--- config.mk ---
export PLATFORM = sky130hd
export DESIGN_NAME = axi4_fifo_adapter
export DESIGN_NICKNAME = d
export VERILOG_FILES = /design/src/rtl/axi4_fifo_adapter_pkg.sv /design/src/rtl/axi4_fifo_adapter.sv
export SDC_FILE = /design/constraint.sdc
export NUM_CORES = 1
export LEC_CHECK = 0
export CAP_MARGIN = 10
export CORE_AREA = 4 4 270 272
export DETAILED_ROUTE_END_ITERATION = 16
export DIE_AREA = 0 0 274 276
export GPL_TIMING_DRIVEN = 0
export REMOVE_ABC_BUFFERS = 1
export SLEW_MARGIN = 20
export SYNTH_ARGS = -nofsm -noshare
export SYNTH_HDL_FRONTEND = slang
export SYNTH_SLANG_ARGS = --single-unit
--- constraint.sdc ---
create_clock -name clk -period 3.5 [get_ports clk]
set_input_delay 0.7 -clock clk [delete_from_list [all_inputs] [get_ports clk]]
set_output_delay 0.7 -clock clk [all_outputs]
set_load 0.02 [all_outputs]
--- src/rtl/axi4_fifo_adapter_pkg.sv ---
// ---------------------------------------------------------------------------
// axi4_fifo_adapter_pkg
//
// Shared definitions for the AXI4-to-FIFO bridge and the adapter block:
//   - FSM state encodings (plain 3-bit constants for legacy tools)
//   - FIFO command type codes (CMD_WT / CMD_RD)
//   - AXI response codes (RESP_OKAY / RESP_SLVERR)
//   - ADDR_STEP: the word-address increment between consecutive beats
//   - word_addr(): converts AXI byte address bits [27:4] into the
//     27-bit FIFO word address
// ---------------------------------------------------------------------------
package axi4_fifo_adapter_pkg;

  localparam logic [2:0] ST_IDLE       = 3'd0;
  localparam logic [2:0] ST_WR_DATA    = 3'd1;
  localparam logic [2:0] ST_WR_RESP    = 3'd2;
  localparam logic [2:0] ST_RD_CMD     = 3'd3;
  localparam logic [2:0] ST_RD_DATA    = 3'd4;
  localparam logic [2:0] ST_ERR_WDRAIN = 3'd5;
  localparam logic [2:0] ST_ERR_RESP   = 3'd6;

  localparam logic CMD_WT = 1'b0;
  localparam logic CMD_RD = 1'b1;

  localparam logic [1:0] RESP_OKAY   = 2'b00;
  localparam logic [1:0] RESP_SLVERR = 2'b10;

  localparam logic [26:0] ADDR_STEP = 27'd8;

  // One 128-bit AXI beat covers 16 bytes; the FIFO side counts in
  // 8-unit steps per beat, hence the 3-bit left shift of addr[27:4].
  function automatic logic [26:0] word_addr(input logic [23:0] addr_hi);
    return {addr_hi, 3'b000};
  endfunction

endpackage

--- src/rtl/axi4_fifo_adapter.sv ---
// ---------------------------------------------------------------------------
// axi4_fifo_adapter
//
// Bridges an AXI4 slave port (128-bit data, one transaction outstanding)
// onto a FIFO command/response pair.
//
// Ports:
//   clk, rstn          single clock, asynchronous active-low reset
//   aw*/w*/b*          AXI write address, data and response channels
//   ar*/r*             AXI read address and data channels
//   io_fifo_cmd_*      command master: type (0 write / 1 read), word
//                      address, burst count, write data and byte mask
//   io_fifo_rsp_*      response slave carrying read data
//
// Writes emit one single-beat command per W beat. Reads emit one burst
// command, then R beats are passed straight through from the response
// FIFO. Bursts longer than MAX_LEN are answered with SLVERR and never
// reach the FIFO.
// ---------------------------------------------------------------------------
module axi4_fifo_adapter
  import axi4_fifo_adapter_pkg::*;
#(
  parameter int ID_W    = 4,
  parameter int MAX_LEN = 31
) (
  input  logic            clk,
  input  logic            rstn,
  input  logic            awvalid,
  output logic            awready,
  input  logic [ID_W-1:0] awid,
  input  logic [31:0]     awaddr,
  input  logic [7:0]      awlen,
  input  logic            wvalid,
  output logic            wready,
  input  logic [127:0]    wdata,
  input  logic [15:0]     wstrb,
  input  logic            wlast,
  output logic            bvalid,
  input  logic            bready,
  output logic [ID_W-1:0] bid,
  output logic [1:0]      bresp,
  input  logic            arvalid,
  output logic            arready,
  input  logic [ID_W-1:0] arid,
  input  logic [31:0]     araddr,
  input  logic [7:0]      arlen,
  output logic            rvalid,
  input  logic            rready,
  output logic [ID_W-1:0] rid,
  output logic [127:0]    rdata,
  output logic [1:0]      rresp,
  output logic            rlast,
  output logic            io_fifo_cmd_valid,
  input  logic            io_fifo_cmd_ready,
  output logic            io_fifo_cmd_type,
  output logic [26:0]     io_fifo_cmd_addr,
  output logic [5:0]      io_fifo_cmd_burst_cnt,
  output logic [127:0]    io_fifo_cmd_wt_data,
  output logic [15:0]     io_fifo_cmd_wt_mask,
  input  logic            io_fifo_rsp_valid,
  output logic            io_fifo_rsp_ready,
  input  logic [127:0]    io_fifo_rsp_data
);

  localparam logic [7:0] MAX_LEN_B = 8'(MAX_LEN);

  logic [2:0]      state;
  logic            rst_done;
  logic            prio_rd;
  logic            resp_err;
  logic            wr_done;
  logic [ID_W-1:0] id_q;
  logic [7:0]      len_q;
  logic [7:0]      beat_cnt;
  logic [26:0]     waddr;

  logic            grant_wr;
  logic            grant_rd;
  logic            cmd_fire;
  logic            w_fire;
  logic            w_final;
  logic            r_fire;
  logic            rd_beats;
  logic [26:0]     load_addr;
  logic            unused_addr_bits;

  assign unused_addr_bits = ^{awaddr[31:28], awaddr[3:0], araddr[31:28], araddr[3:0]};

  // Address grant. rst_done keeps both readies low while reset is held
  // and for the first edge after release. prio_rd=1 means read wins a
  // tie, and it flips to the opposite of whichever side was granted.
  assign grant_wr = rst_done && (state == ST_IDLE) && awvalid && (!arvalid || !prio_rd);
  assign grant_rd = rst_done && (state == ST_IDLE) && arvalid && (!awvalid || prio_rd);
  assign awready  = grant_wr;
  assign arready  = grant_rd;

  // A new W beat can only be taken when the command register is free or
  // is emptying this cycle, so a stalled command is never overwritten.
  assign cmd_fire = io_fifo_cmd_valid && io_fifo_cmd_ready;
  assign wready   = ((state == ST_WR_DATA) && !wr_done && (!io_fifo_cmd_valid || io_fifo_cmd_ready))
                 || (state == ST_ERR_WDRAIN);
  assign w_fire   = wvalid && wready;
  assign w_final  = wlast || (beat_cnt == len_q);

  // The address register advances on each command handshake; a beat
  // loaded in the same cycle as a handshake must use the advanced value.
  assign load_addr = cmd_fire ? (waddr + ADDR_STEP) : waddr;

  assign bvalid = (state == ST_WR_RESP);
  assign bresp  = (bvalid && resp_err) ? RESP_SLVERR : RESP_OKAY;
  assign bid    = bvalid ? id_q : '0;

  // R channel is a pass-through of the response FIFO in RD_DATA and a
  // locally generated zero/SLVERR stream in ERR_RESP.
  assign rd_beats          = (state == ST_RD_DATA) || (state == ST_ERR_RESP);
  assign rvalid            = ((state == ST_RD_DATA) && io_fifo_rsp_valid) || (state == ST_ERR_RESP);
  assign io_fifo_rsp_ready = (state == ST_RD_DATA) && rready;
  assign rdata             = (state == ST_RD_DATA) ? io_fifo_rsp_data : '0;
  assign rresp             = (state == ST_ERR_RESP) ? RESP_SLVERR : RESP_OKAY;
  assign rlast             = rd_beats && (beat_cnt == len_q);
  assign rid               = rd_beats ? id_q : '0;
  assign r_fire            = rvalid && rready;

  // Main FSM plus command register. The command register clears on its
  // handshake unless a new command is loaded in the same cycle.
  always_ff @(posedge clk or negedge rstn) begin
    if (!rstn) begin
      state                 <= ST_IDLE;
      rst_done              <= 1'b0;
      prio_rd               <= 1'b0;
      resp_err              <= 1'b0;
      wr_done               <= 1'b0;
      id_q                  <= '0;
      len_q                 <= '0;
      beat_cnt              <= '0;
      waddr                 <= '0;
      io_fifo_cmd_valid     <= 1'b0;
      io_fifo_cmd_type      <= CMD_WT;
      io_fifo_cmd_addr      <= '0;
      io_fifo_cmd_burst_cnt <= '0;
      io_fifo_cmd_wt_data   <= '0;
      io_fifo_cmd_wt_mask   <= '0;
    end else begin
      rst_done <= 1'b1;
      if (cmd_fire) begin
        io_fifo_cmd_valid <= 1'b0;
        waddr             <= waddr + ADDR_STEP;
      end
      case (state)
        ST_IDLE: begin
          if (grant_wr) begin
            id_q     <= awid;
            len_q    <= awlen;
            waddr    <= word_addr(awaddr[27:4]);
            beat_cnt <= '0;
            wr_done  <= 1'b0;
            resp_err <= 1'b0;
            prio_rd  <= 1'b1;
            state    <= (awlen > MAX_LEN_B) ? ST_ERR_WDRAIN : ST_WR_DATA;
          end else if (grant_rd) begin
            id_q     <= arid;
            len_q    <= arlen;
            beat_cnt <= '0;
            prio_rd  <= 1'b0;
            if (arlen > MAX_LEN_B) begin
              state <= ST_ERR_RESP;
            end else begin
              io_fifo_cmd_valid     <= 1'b1;
              io_fifo_cmd_type      <= CMD_RD;
              io_fifo_cmd_addr      <= word_addr(araddr[27:4]);
              io_fifo_cmd_burst_cnt <= arlen[5:0] + 6'd1;
              io_fifo_cmd_wt_data   <= '0;
              io_fifo_cmd_wt_mask   <= '0;
              state                 <= ST_RD_CMD;
            end
          end
        end
        ST_WR_DATA: begin
          if (w_fire) begin
            io_fifo_cmd_valid     <= 1'b1;
            io_fifo_cmd_type      <= CMD_WT;
            io_fifo_cmd_addr      <= load_addr;
            io_fifo_cmd_burst_cnt <= 6'd1;
            io_fifo_cmd_wt_data   <= wdata;
            io_fifo_cmd_wt_mask   <= ~wstrb;
            beat_cnt              <= beat_cnt + 8'd1;
            if (w_final) wr_done <= 1'b1;
          end else if (wr_done && cmd_fire) begin
            state <= ST_WR_RESP;
          end
        end
        ST_WR_RESP: begin
          if (bready) state <= ST_IDLE;
        end
        ST_RD_CMD: begin
          if (cmd_fire) state <= ST_RD_DATA;
        end
        ST_RD_DATA, ST_ERR_RESP: begin
          if (r_fire) begin
            beat_cnt <= beat_cnt + 8'd1;
            if (rlast) state <= ST_IDLE;
          end
        end
        ST_ERR_WDRAIN: begin
          if (w_fire && wlast) begin
            resp_err <= 1'b1;
            state    <= ST_WR_RESP;
          end
        end
        default: state <= ST_IDLE;
      endcase
    end
  end

endmodule

## Word-level counts from Yosys, hierarchy flattened

Cells that the tools add are included.

| word-level totals | value |
|---|---|
| register bits | 233 |
| latch bits | 0 |
| memory bits (writable) | 0 |
| bits in read-only memories | 0 |
| output and inout port bits | 326 |
| memories | 0 |

| operators by class | value |
|---|---|
| add/sub/neg operators | 3 |
| multiply operators | 0 |
| div/mod/pow operators | 0 |
| order comparisons | 2 |
| equality and inequality tests | 21 |
| shift operators | 0 |
| mux-type cells | 68 |
| bitwise logic cells | 1 |
| reductions and logical operators | 40 |

Operators with widths:

| operator | count |
|---|---|
| 128-bit two-way mux | 5 |
| 128-bit case mux with 2 select lines | 1 |
| 27-bit two-way mux | 7 |
| 16-bit two-way mux | 4 |
| 27-bit case mux with 2 select lines | 1 |
| 8-bit two-way mux | 6 |
| 3-bit two-way mux | 11 |
| 16-bit case mux with 2 select lines | 1 |
| 27-bit by 4-bit adder with 27-bit output, second input constant | 1 |
| 6-bit two-way mux | 4 |
| 8-bit case mux with 3 select lines | 1 |
| 2-bit inequality test, second input constant | 10 |
| 3-bit case mux with 6 select lines | 1 |
| 8-bit by 5-bit greater-than comparator with 1-bit output, second input constant | 2 |
| 1-bit logical AND | 16 |
| 4-bit two-way mux | 4 |
| 16-bit NOT | 1 |
| 1-bit two-way mux | 15 |
| 6-bit case mux with 2 select lines | 1 |
| 3-bit == test, second input constant | 3 |
| 8-bit by 1-bit adder with 8-bit output, second input constant | 1 |
| 8-bit == test | 1 |
| 1-bit case mux with 2 select lines | 4 |
| 4-bit AND reduction | 2 |
| 16 further kinds | 32 |

## Longest topological paths before layout

Gate-level depths: netlist (run 1).

| depth | value |
|---|---|
| depth after elaboration | 8 |
| depth in mapped cells | 9 |
| depth with buffers taken out | 6 |

## Worst setup path after synthesis (run 1)

OpenSTA, ideal clock, no wires.

| path | value |
|---|---|
| path type | input to register |
| from | in arlen[7] |
| to | reg io_fifo_cmd_addr[17] |
| arrival | 2.379 ns |
| data required time | 3.413 ns |
| slack | 1.034 ns |
| stages on the path | 6 |
| buffers on the path | 1 |
| cells stage by stage | nor3_1 -> nand4_2 -> a2111oi_4 -> nand2_1 -> clkbuf_1 -> o211ai_1 |

| between the ends | value |
|---|---|
| word-level cells in the longest chain between the ends | 3 |

RTL lines:

| element | line | text |
|---|---|---|
| from (decl) | axi4_fifo_adapter.sv:46 | `input logic [7:0] arlen,` |
| 8-bit by 5-bit greater-than comparator with 1-bit output | axi4_fifo_adapter.sv:165 | `if (arlen > MAX_LEN_B) begin` |
| 2-bit inequality test (no line) | n/a |  |
| 5-bit AND reduction (no line) | n/a |  |
| to (signal assigned) | axi4_fifo_adapter.sv:170 | `io_fifo_cmd_addr <= word_addr(araddr[27:4]);` |
| to (signal assigned) | axi4_fifo_adapter.sv:182 | `io_fifo_cmd_addr <= load_addr;` |
| to (decl) | axi4_fifo_adapter.sv:56 | `output logic [26:0] io_fifo_cmd_addr,` |

Every way passes these cells.
A chain may end at the register's enable or synchronous reset.

## Worst setup path after layout (run 1)

| path | value |
|---|---|
| from | reg state[0] |
| to | out rdata[23] |

| between the ends | value |
|---|---|
| word-level cells in the longest chain between the ends | 2 |

RTL lines:

| element | line | text |
|---|---|---|
| from (decl) | axi4_fifo_adapter.sv:67 | `logic [2:0] state;` |
| from (signal assigned) | axi4_fifo_adapter.sv:159 | `state <= (awlen > MAX_LEN_B) ? ST_ERR_WDRAIN : ST_WR_DATA;` |
| 3-bit == test | axi4_fifo_adapter.sv:118 | `assign rdata = (state == ST_RD_DATA) ? io_fifo_rsp_data : '0;` |
| 128-bit two-way mux | axi4_fifo_adapter.sv:118 |  |
| to (decl) | axi4_fifo_adapter.sv:50 | `output logic [127:0] rdata,` |

Every way passes these cells.

==> results of run 1 <==
[per-stage QoR]
stage | setup WS (ps) | TNS [ps] | util, %
finish | 134 | 0 | 28.6
global route | 26.1 | 0 | 28.6
CTS | 13.2 | 0 | 28.6
detailed placement | -1780 | -102300 | 27.0
global placement | -18580 | -4882930 | 26.1
floorplan | -7040 | -1030040 | -
[worst max-delay path, delay by kind of cell (launching register included)]
| kind | cells | cell delay (ps) |
|---|---|---|
| AND/OR/NAND/NOR | 2 | 550 |
| buffers and inverters | 3 | 1020 |
| flip-flops | 1 | 490 |
[cells by family (layout without fill, tap and decap cells)]
kind of cell	Yosys count	in the layout
other	2	6
XOR/XNOR	34	34
flip-flops	228	228
adder cells (fa/ha/maj)	3	3
buffers and inverters	116	793
AO/OA/AOI/OAI	138	138
AND/OR/NAND/NOR	717	717
multiplexers	15	15
[synth_stat cells, drive strengths merged, types with 3 or more instances]
library cell / count / area [µm²]
nand2: 328 / 1230
dfrtp: 228 / 5710
nand3: 159 / 796
and3: 143 / 895
clkbuf: 92 / 345
nor2: 50 / 188
a21oi: 40 / 200
xor2: 29 / 254
o21ai: 27 / 135
o31ai: 16 / 120
buf: 15 / 82.6
mux2i: 15 / 150
o211ai: 14 / 105
a21o: 9 / 67.6
inv: 9 / 33.8
nand4: 9 / 62.6
a31oi: 8 / 50.1
a211oi: 7 / 52.6
and2: 5 / 31.3
nor3: 5 / 25.0
xnor2: 5 / 43.8
and4: 4 / 35.0
nor2b: 4 / 25.0
ha: 3 / 37.5
nand2b: 3 / 18.8
[what timing repair did]
action / CTS / global route
setup endpoints to repair: 285 / 63
pin swaps: 3 / 0
resized for setup: 24 / 6
buffers inserted: 14 / 0
[path summary, 6_finish.rpt]
path / startpoint / endpoint / cells after the start
max: state[0] / rdata[23] / 5
min reg2reg: io_fifo_cmd_wt_data[75] / io_fifo_cmd_wt_data[75] / 2
max in group asynchronous: rstn / state[1] / 2
max reg2reg: state[1] / io_fifo_cmd_addr[13] / 11
min: rstn / io_fifo_cmd_wt_data[14] / 1
min in group clk: io_fifo_cmd_wt_data[75] / io_fifo_cmd_wt_data[75] / 2
[final cells by class]
class,instances,area (µm²)
timing repair buffer,733,7490
antenna,3,7.51
multi-input combinational,910,4840
clock buffer,45,865
inverter,9,43.8
tap,950,1190
clock inverter,6,109
sequential,228,5710
fill,7573,50500
[power by group through the flow]
stage                     sequential, mW  clock, mW  combinational, mW
after floorplan                     3.44          0               2.05
after global placement              3.43          0               4.40
after detailed placement            3.42          0               4.81
after CTS                           3.34       3.23               4.94
after global routing                3.39       3.33               5.24
final                               3.34       3.08               4.88
[layer usage]
metal  part of all wire [%]  track usage, %
met3                    9.8            5.48
met4                    2.2            3.29
met5                   0.17               0
met2                     49            25.5
met1                     39            16.5
[registers in the layout (all words and copies together) (netlist names), 3 cells and up]
name,count
waddr,24
len_q,8
id_q,4
io_fifo_cmd_wt_mask,16
state,3
beat_cnt,8
io_fifo_cmd_addr,25
io_fifo_cmd_wt_data,128
io_fifo_cmd_burst_cnt,6
==> out/metrics.yaml, run 1 <==
layout:
  stdcell_area_um2: 20300
  final_common_cell: "clkdlybuf4s50_1"
  drive_gt1_share_pct: 6.27
  nets: 2283
  layout_common_cells: "666 x clkdlybuf4s50_1, 326 x nand2_1, 225 x dfrtp_1, 158 x nand3_1, 143 x and3_1"
  final_cell_count_no_fill: 2884
  area.growth.synth_to_final_pct: 85.4
timing:
  tightest_slew_ps: 865
  final-hold-violation-count: 0
  timing.fmax_mhz: 297
  hold_ws_ps: 75.4
  setup_viol: 0
  post-route-period-util_pct: 96.2
  relSlewSlack_pct: 42.1
  drv_slew: 0
  clock_skew_ps: 16.8
  rsz0062_at_grt: "false"
  post-route-min-period_ps: 3370
cts:
  cts_hold_buffers: 0
  root_buffer: "clkbuf_16"
  cts_sinks: 228
  ctsHtreeMaxLevel: 1
  ctsLongestPathBuffers: 3
  cts_made_buffers: 28
  insertion_delay_ps: 580
  cts_tree: "yes"
  path_clk_slew_ps: 60
logic_synthesis:
  synth_edf_count: 0
  ys_warn_count: 0
  netlist_area_um2: 10900
  async_reset_ff_share_pct: 100
  synth_top_family_by_area: "simple AND/OR/NAND/NOR gates"
  synth-xor-area-share_pct: 2.72
  synth.mux.area_fraction_pct: 1.37
  yosysSeqAreaShare_pct: 52.2
  synth_cell_types: 51
  postSynthAreaPerCell_um2: 8.72
  synth-compound-area-share_pct: 8.17
  syn_inst: 1253
  synthFlopType: "dfrtp_1"
  synth-simple-area-share_pct: 30.9
  ys_ff_latch: 228
  synth_fa_ha_area_share_pct: 0.343
global_route:
  grt_pass1_wl_mm: 83.1
  track_usage_pct: 14.5
  antenna_found_initial: 13
  grt_overflow: 0
  grt_max_degree: 94
  grt_pass1_vias: 12045
detailed_routing:
  antenna_left: 0
  routedWlPerCell_um: 20.0
  first_iter_violations: 609
  via_per_inst: 4.07
  vias: 11747
  drc: 0
  drtPass1Iterations: 4
  wl_mm: 57.8
power:
  switching_share_pct: 36.7
  vdd_drop_max_mv: 0.395
  power.share.clock_pct: 27.2
  p_sw_mw: 4.14
  p_per_area_nw_per_um2: 557
  comb_power_share_pct: 43.2
  p_total_mw: 11.3
  power.internal_mw: 7.15
  seqPwrFrac_pct: 29.5
  p_leak_nw: 9.12
placement:
  dp.cells: 2817
  gp_congestion: 0.817
  dpl.hpwl_mm: 45.0
  port_buffers: 677
  placed_cell_area_um2: 19100
worst_setup_path:
  worst-endpoint-required_ps: 2800
  cpMostUsedCell: "buf_16"
  worstPathCellList: "nor2b_4 > buf_16 > buf_16 > and3_1 > clkdlybuf4s50_1"
  max_stage_delay_ps: 660
  end_kind: "output pin"
  arrival_ps: 2670
  r2r_setup_slack_ps: 170
  slowest_stage: "clkdlybuf4s50_1"
  crit_fanout: 28
  cp-start-kind: "flop"
  path_class: "flop to output pin"
outcome:
  status: "finished clean"
flow_run:
  maxCapViolations: 0
floorplan:
  rows: 98
  die_y_um: 276
  initial_core_util_pct: 15.4
  die_w_um: 274
  die-area_um2: 75600
  ioPinCount: 696
  core_um2: 70800
hold_path:
  hold_class: "input port to async pin"
Power figures use the tool's default switching activity.
==> inputs of run 2 (changes only) <==
--- a/config.mk
+++ b/config.mk
@@ -9,6 +9,7 @@
 export CORE_AREA = 4 4 270 272
 export DETAILED_ROUTE_END_ITERATION = 16
 export DIE_AREA = 0 0 274 276
+export DONT_BUFFER_PORTS = 1
 export GPL_TIMING_DRIVEN = 0
 export REMOVE_ABC_BUFFERS = 1
 export SLEW_MARGIN = 20
==> out/metrics.yaml, run 2 (same netlist as run 1, synthesis figures left out) <==
outcome:
  status: "finished with violations"
  violations: "negative hold slack"
floorplan:
  core_um2: 70800  # unchanged
  initial_core_util_pct: 15.4  # unchanged
  die_w_um: 274  # unchanged
  die_y_um: 276  # unchanged
  die-area_um2: 75600  # unchanged
  ioPinCount: 696  # unchanged
  rows: 98  # unchanged
cts:
  ctsHtreeMaxLevel: 1  # unchanged
  cts_made_buffers: 29  # +3.6%
  root_buffer: "clkbuf_16"
  cts_sinks: 228  # unchanged
  ctsLongestPathBuffers: 3  # unchanged
  cts_tree: "yes"
  insertion_delay_ps: 580  # about the same
  path_clk_slew_ps: 60  # about the same
power:
  p_total_mw: 9.46  # -16%
  vdd_drop_max_mv: 0.485  # +23%
  p_leak_nw: 6.46  # -29%
  p_per_area_nw_per_um2: 709  # +27%
global_route:
  track_usage_pct: 13.2  # -1.2 points
  grt_max_degree: 229  # +140%
  grt_pass1_vias: 9314  # -23%
  antenna_found_initial: 33  # +20
  grt_pass1_wl_mm: 72.9  # -12%
  grt_overflow: 0  # unchanged
worst_setup_path:
  path_class: "flop to output pin"
  r2r_setup_slack_ps: 240  # +70 ps
  worst-endpoint-required_ps: 2800  # about the same
  arrival_ps: 2590  # -80 ps
  slowest_stage: "nor2_1"
  crit_family: "simple AND/OR/NAND/NOR gates"
  worstPathCellList: "xor2_1 > nor4_1 > nand2_1 > nor2_1"
  cp_num_cells: 4  # -1
  path_buf_inv: 0  # -3
  cp-start-kind: "flop"
  max_stage_delay_ps: 650  # about the same
  rr_worst_depth: 10  # -1
  reg2reg_to: "io_fifo_cmd_addr[13]"
  end_kind: "output pin"
  crit_fanout: 5  # -82%
  r2r_start: "state[1]"
detailed_routing:
  via_per_inst: 4.23  # +3.8%
  drtPass1Iterations: 5  # +1
  routedWlPerCell_um: 24.3  # +21%
  drc: 0  # unchanged
  vias: 9346  # -20%
  antenna_left: 0  # unchanged
  wl_mm: 53.7  # -7.1%
  first_iter_violations: 621  # +2.0%
layout:
  area.growth.synth_to_final_pct: 22.0
  registers.top_by_ff_count: "io_fifo_cmd_wt_data"
  drive_gt1_share_pct: 9.42  # +3.2 points
  final_cell_count_no_fill: 2211  # -23%
  layout_common_cells: "326 x nand2_1, 225 x dfrtp_1, 158 x nand3_1, 143 x and3_1, 50 x nor2_1"
  largest_reg_flops: 128  # unchanged
  nets: 1604  # -30%
  fillers: 7866  # +3.9%
  finish.utilization_pct: 18.8  # -9.8 points
  reg_top3: "io_fifo_cmd_wt_data x128, io_fifo_cmd_addr x25, waddr x24"
  final_common_cell: "nand2_1"
hold_path:
  hold_class: "input port to async pin"
timing:
  drv_slew: 0  # unchanged
  setup_viol: 0  # unchanged
  timing.fmax_mhz: 304  # +2.4%
  tightest_slew_ps: 908  # +42.8 ps
  clock_skew_ps: 16.8  # -0.0307 ps
  post-route-period-util_pct: 93.9  # -2.3 points
  relSlewSlack_pct: 39.5  # -2.6 points
  post-route-min-period_ps: 3290  # -79.2 ps
  final-hold-violation-count: 228  # +228
  setup_slack_ps: 213  # +79.2 ps
  hold_ws_ps: -182  # -258 ps
  rsz0062_at_grt: "false"
flow_run:
  maxCapViolations: 0  # unchanged
placement:
  port_buffers: 0  # -100%
  post-place-ws_ps: -1250  # +529 ps
  dp.cells: 2135  # -24%
  dpl.hpwl_mm: 42.3  # -6.2%
  gp_congestion: 0.953  # +17%
## run 2: worst max-delay path by stage
stage,from,endpoint
6_report,beat_cnt[0],rlast
5_1_grt,state[1],io_fifo_cmd_wt_data[11]
4_1_cts,state[2],io_fifo_cmd_wt_data[11]
3_5_place_dp,state[1],io_fifo_cmd_addr[13]
3_3_place_gp,state[0],io_fifo_cmd_addr[24]
2_1_floorplan,state[0],io_fifo_cmd_addr[12]
## run 2: power by group
group | switching [mW] | internal (mW) | total, mW
combinational | 2.13 | 0.801 | 2.93
clock | 1.26 | 1.75 | 3.01
sequential | 0.517 | 3.00 | 3.52
total | 3.90 | 5.55 | 9.46
## run 2: metrics by stage
stage	area (µm²)	setup TNS, ps	hold slack (ps)
detailed placement	12200	-111960	411
CTS	13300	0	-250
finish	13300	0	-182
global placement	11700	-2497270	410
global route	13300	0	-234
floorplan	10500	-1030040	404
## run 2: metal layers
layer	vias up	GRT usage [%]	routed length, µm
met5	-	0	55
met4	8	4.92	2040
met3	107	5.55	5770
met2	511	23.0	26500
met1	4491	14.2	19400
li1	4229	-	-
## run 2: worst reg2reg max path, cell delays in order (launching register included)
cell and delay (ps):
dfrtp_4 520, nor4b_4 300, buf_4 190, nand4_4 210
a2111o_2 610, buf_12 190, buf_12 210, buf_12 200
buf_12 210, a211oi_1 430, a21o_1 130
## run 2: area by class of cell
cell class	instances	area [µm²]	area share, %
tap	950	1190	8.91
sequential	228	5710	42.9
timing repair buffer	52	588	4.41
clock inverter	15	166	1.25
multi-input combinational	911	4830	36.2
antenna	9	22.5	0.169
clock buffer	37	786	5.89
inverter	9	43.8	0.328
## run 2: what timing repair did
action,4_1_cts,5_1_grt
endpoints found under the hold margin,228,228
cloned,1,0
setup endpoints to repair,183,16
setup buffers,8,7
resized for setup,9,4
pin swaps,4,2
